===== src/rtl/lc3_mem_ctrl.sv =====
// ---------------------------------------------------------------------------
// lc3_mem_ctrl
//   LC-3 memory interface stage. It holds the MAR and MDR and runs one
//   handshaked read or write per request. It also pulses R to the control FSM
//   when the access completes. A watchdog ends an access whose memory never
//   answers and sets a sticky error flag.
//
// Parameters
//   TIMEOUT    max cycles spent in REQ waiting for mem_ready (0 = no watchdog)
//
// Ports
//   clk        system clock, rising edge
//   reset      asynchronous, active-low reset
//   Buss       processor data bus
//   ldMAR      load MAR from Buss (IDLE only)
//   ldMDR      load MDR from Buss (IDLE only)
//   memEN      start access (level, sampled in IDLE)
//   memWE      1 = write, 0 = read; sampled with memEN
//   MAROut     current MAR
//   MDROut     current MDR
//   R          access complete, one-cycle pulse
//   busy       access in progress (REQ or DONE)
//   err        sticky timeout flag, cleared only by reset
//   mem_addr   memory address (= MAR)
//   mem_wdata  memory write data (= MDR)
//   mem_req    memory request strobe
//   mem_we     memory write enable, valid with mem_req
//   mem_rdata  memory read data, valid with mem_ready
//   mem_ready  memory done; meaningful only while mem_req = 1
// ---------------------------------------------------------------------------
module lc3_mem_ctrl #(
   parameter int unsigned TIMEOUT = 255
) (
   input  logic        clk,
   input  logic        reset,
   input  logic [15:0] Buss,
   input  logic        ldMAR,
   input  logic        ldMDR,
   input  logic        memEN,
   input  logic        memWE,
   output logic [15:0] MAROut,
   output logic [15:0] MDROut,
   output logic        R,
   output logic        busy,
   output logic        err,
   output logic [15:0] mem_addr,
   output logic [15:0] mem_wdata,
   output logic        mem_req,
   output logic        mem_we,
   input  logic [15:0] mem_rdata,
   input  logic        mem_ready
);

   // The timer must be able to hold TIMEOUT. It is at least 1 bit wide.
   localparam int unsigned TW = (TIMEOUT < 2) ? 1 : $clog2(TIMEOUT + 1);
   localparam logic [TW-1:0] TLAST = TW'((TIMEOUT == 0) ? 0 : TIMEOUT - 1);

   typedef enum logic [1:0] {
      IDLE,
      REQ,
      DONE
   } stateT;

   stateT         state;
   stateT         nextState;
   logic [15:0]   mar;
   logic [15:0]   mdr;
   logic [TW-1:0] timer;
   logic          weQ;
   logic          errQ;
   logic          timeoutHit;

   // State register
   always_ff @(posedge clk or negedge reset) begin
      if (!reset) state <= IDLE;
      else        state <= nextState;
   end

   // Next state. When mem_ready and the timeout land in the same cycle,
   // mem_ready wins.
   always_comb begin
      nextState  = state;
      timeoutHit = 1'b0;
      case (state)
         IDLE: if (memEN) nextState = REQ;
         REQ: begin
            if (mem_ready) begin
               nextState = DONE;
            end else if ((TIMEOUT != 0) && (timer == TLAST)) begin
               nextState  = DONE;
               timeoutHit = 1'b1;
            end
         end
         DONE:    nextState = IDLE;
         default: nextState = IDLE;
      endcase
   end

   // Datapath registers. Loads are honoured only in IDLE. A load in the same
   // cycle as memEN therefore reaches the access that starts.
   always_ff @(posedge clk or negedge reset) begin
      if (!reset) begin
         mar   <= '0;
         mdr   <= '0;
         timer <= '0;
         weQ   <= 1'b0;
         errQ  <= 1'b0;
      end else begin
         case (state)
            IDLE: begin
               if (ldMAR) mar <= Buss;
               if (ldMDR) mdr <= Buss;
               if (memEN) begin
                  weQ   <= memWE;
                  timer <= '0;
               end
            end
            REQ: begin
               if (mem_ready) begin
                  if (!weQ) mdr <= mem_rdata;
               end else begin
                  timer <= timer + TW'(1);
                  if (timeoutHit) errQ <= 1'b1;
               end
            end
            default: ;
         endcase
      end
   end

   // All handshake outputs are decoded from state. An asynchronous reset
   // therefore drops them at once.
   assign MAROut    = mar;
   assign MDROut    = mdr;
   assign mem_addr  = mar;
   assign mem_wdata = mdr;
   assign mem_req   = (state == REQ);
   assign mem_we    = (state == REQ) && weQ;
   assign R         = (state == DONE);
   assign busy      = (state != IDLE);
   assign err       = errQ;

endmodule


===== config.mk =====
export PLATFORM = sky130hd
export DESIGN_NAME = lc3_mem_ctrl
export DESIGN_NICKNAME = d
export VERILOG_FILES = /design/src/rtl/lc3_mem_ctrl.sv
export SDC_FILE = /design/constraint.sdc
export NUM_CORES = 1
export LEC_CHECK = 0
export CORE_ASPECT_RATIO = 0.9
export CORE_MARGIN = 10
export CORE_UTILIZATION = 41
export DETAILED_ROUTE_END_ITERATION = 12
export GPL_TIMING_DRIVEN = 0
export PLACE_DENSITY = 0.77
export SYNTH_ARGS = -nofsm -noshare
export SYNTH_HDL_FRONTEND = slang
export SYNTH_SLANG_ARGS = --single-unit

===== constraint.sdc =====
create_clock -name clk -period 1.7 [get_ports clk]
set_input_delay 0.17 -clock clk [delete_from_list [all_inputs] [get_ports clk]]
set_output_delay 0.17 -clock clk [all_outputs]
set_load 0.01 [all_outputs]

==> metrics.md <==
| Metric | Value |
|---|---|
| Status | finished clean |
| DR vias/cell | ~4.7 |
| Crit. Startpoint | state[0]$_DFFE_PN0P_ |
| Final hold vios | 0 |
| DRC | 0 |
| N_diodes | 0 |
| Gpl congestion | ~0.75 |
| Fin cells | roughly 370 |
| Clk_skew | approximately 0.0055 ns |
| Site Rows | 25 |
| Simple-gate share of the synthesized area | 0.0748 |
| Top cell type's share of synthesized area | 0.484 |
| Seq/Total Area, Yosys | 0.484 |
| Static leakage | 0.00154 uW |
| Core area | approximately 5300 um^2 |
| Syn Std Cell Area | approximately 2300 um^2 |
| Grt ovf | 0 |
| Ys async rst share | 1.00 |
| Count of cell types in the netlist | 33 |
| Syn. warnings | 0 |
| Flop-to-flop setup slack | around 0.07 ns |
| CTS buffer count | 5 |
| Leading register cell type out of synthesis | dfrtp_1 |
| Dominant cells by area after synthesis | dfrtp_1 (48%), mux2_2 (24%), buf_4 (11%), buf_6 (1.5%), ha_1 (1.1%) |
| CTS clock-pin slew for the worst setup and hold paths | 0.08 ns |
| Max-cap violations | 0 |
| XOR/XNOR share of the synthesized area | 0.00385 |
| Reg2Reg Depth | 5 |
| Initial Util | 0.428 |
| Startpoint types | flip-flop |
| Clock buffer depth | 2 |
| Crit path capture | R |
| TritonCTS clock tree | done |
| Die width | 98.5 um |
| Largest family of logic cells by synthesized area | multiplexers |
| Largest net degree at the start of global routing | 26 |
| Adder-cell share of the synthesized area | 0.0110 |
| Post-synthesis mux area share | 0.251 |
| Worst slew margin | 0.682 |
| DR pass1 iterations | 4 |
| CP required | between 1.5 and 2 ns |
| #FFs+latches synth | 44 |
| Total track usage | 0.141 |
| First-pass GRT wire length | between 10,000 and 15,000 um |
| Critical path class | reg -> out |
| Layout cells sized above 1 | 0.368 |
| CTS root buf | clkbuf_8 |
| PortBufs | 107 |
| Die Y | ~90 um |
| Fmax | slightly above 600 MHz |
| Hold_ws | ~0.36 ns |
| CP endpoint kind | output port |
| Largest area contributor in the netlist | dfrtp_1 |
| Final Max Tran Viols | 0 |
| P per Cell Area | around 1700 nW/um^2 |
| Worst r2r src | state[1]$_DFFE_PN0P_ |
| Routed WL per cell | approximately 17 um |
| Placed cell area | between 3000 and 4000 um^2 |
| Vias | roughly 1,700 |
| Fin crit period | 1.66 ns |
| Clock tree sinks | 44 |
| DR iter-0 viols | 36 |
| Worst-margin pin slew | approximately 0.48 ns |
| Dpl cells | around 350 |
| Synth Area in Compound Gates | 0.0374 |
| Final WL | between 6000 and 7000 um |
| DP HPWL | 4890 um |
| Final Cycle Share | 0.974 |
| Worst vdd ir | about 0.78 mV |
| Die ar. | 8930 um^2 |
| H-tree levels | 2 |
| Fillers | around 430 |
| Most frequent cell after synthesis | mux2_2 |
| HP Class | in -> async |
| Vias in the first global route | between 1,500 and 2,000 |
| R2R Path End | MDROut[0]$_DFFE_PN0P_ |
| Gate Count Post-Synth | approximately 180 |
| Detail Route Antenna Nets | 0 |
| Synth Net Count | about 220 |
| # setup viols final | 0 |
| Largest fanout on the critical path | 8 |
| Synthesis-to-finish area growth | 58.7% |
| Commonest cells post-synth | mux2_2 (49), dfrtp_1 (44), buf_4 (34), inv_1 (5), nand2_1 (5) |
| Initial antenna violation count | 0 |
| Syn_area_per_cell | ~13 um^2 |
| Worst skew pair latency | 0.29 ns |
| Final Net Count | ~340 |
| Boundary Pins | around 110 |
| Number of enable flip-flop cells after synthesis | 0 |
| Crit path DAT | ~1.5 ns |
| Post-route cell area | roughly 3600 um^2 |
-- cell families after synthesis --
logic type	count (synthesis)
buffers and inverters	43
DFF	44
xor gates and xnor gates	1
muxes	51
and+or+nand+nor	25
adders and majority gates	2
AOI/OAI and AO/OA	12
-- worst min path at each step --
stage	slack, ns	to	from	cells past startpoint
6_report	0.36	weQ$_DFFE_PN0P_	reset	2
5_1_grt	0.41	MDROut[11]$_DFFE_PN0P_	reset	2
4_1_cts	0.37	weQ$_DFFE_PN0P_	reset	2
3_5_place_dp	0.16	weQ$_DFFE_PN0P_	reset	1
3_3_place_gp	0.47	err$_DFFE_PN0P_	err$_DFFE_PN0P_	2
2_1_floorplan	-0.13	MAROut[0]$_DFFE_PN0P_	reset	0
-- worst max-delay path, cell delays in order (launching register included) --
cell and delay (ns):
dfrtp_2 0.46, and2b_1 0.20, clkdlybuf4s50_1 0.53
-- per-layer routing --
layer	share of wire	up-vias	global-route usage
met1	0.42	823	0.167
li1	-	833	-
met5	0	-	0
met2	0.48	74	0.226
met4	0.017	0	0.0477
met3	0.083	9	0.0574
-- metrics by stage --
| step | utilization | total power (uW) | setup slack, ns | TNS, ns |
|---|---|---|---|---|
| floorplan | - | 3420 | 0.132 | 0 |
| global placement | 0.645 | 5240 | -0.761 | -37.32 |
| detailed placement | 0.648 | 5330 | -0.314 | -4.07 |
| CTS | 0.673 | 6050 | -0.0395 | -0.0395 |
| global route | 0.679 | 6410 | -0.00228 | -0.00300 |
| finish | 0.679 | 5990 | 0.0447 | 0 |
-- final cells by class --
| cell class | count | area, um^2 | area share |
|---|---|---|---|
| multi-input cells | 91 | 876 | 0.243 |
| plain buffers | 38 | 298 | 0.0825 |
| well taps | 67 | 83.8 | 0.0232 |
| repair buffers | 116 | 1140 | 0.316 |
| clock buffers | 8 | 90.1 | 0.0249 |
| inverters | 5 | 18.8 | 0.00520 |
| flip-flops and latches | 44 | 1100 | 0.306 |
-- cell usage in the layout, fill, tap and decap left out, drive strengths merged, types with 3 or more instances in the layout --
master	synthesis	layout
clkdlybuf4s50	0	103
mux2	49	49
buf	38	48
dfrtp	44	44
clkbuf	0	8
inv	5	5
nand2	5	5
o21ai	4	4
nand3	3	3
-- state kept, by name (all words and copies together) (netlist names) --
signal,cells
MAROut,16
MDROut,16
err,1
state,2
timer,8
weQ,1
-- power breakdown --
| group | internal (uW) | leakage, uW | switching [uW] |
|---|---|---|---|
| logic | 2330 | 0.000966 | 1190 |
| clock network | 332 | 0.0000455 | 335 |
| registers | 1460 | 0.000526 | 346 |
-- timing repair --
action,CTS,global route
hold buffers,1,0
endpoints found under the hold margin,19,0
buffers inserted,3,4
pin swaps,1,1
setup endpoints to repair,23,18
gates resized for setup,9,3
Power figures use the tool's default switching activity.
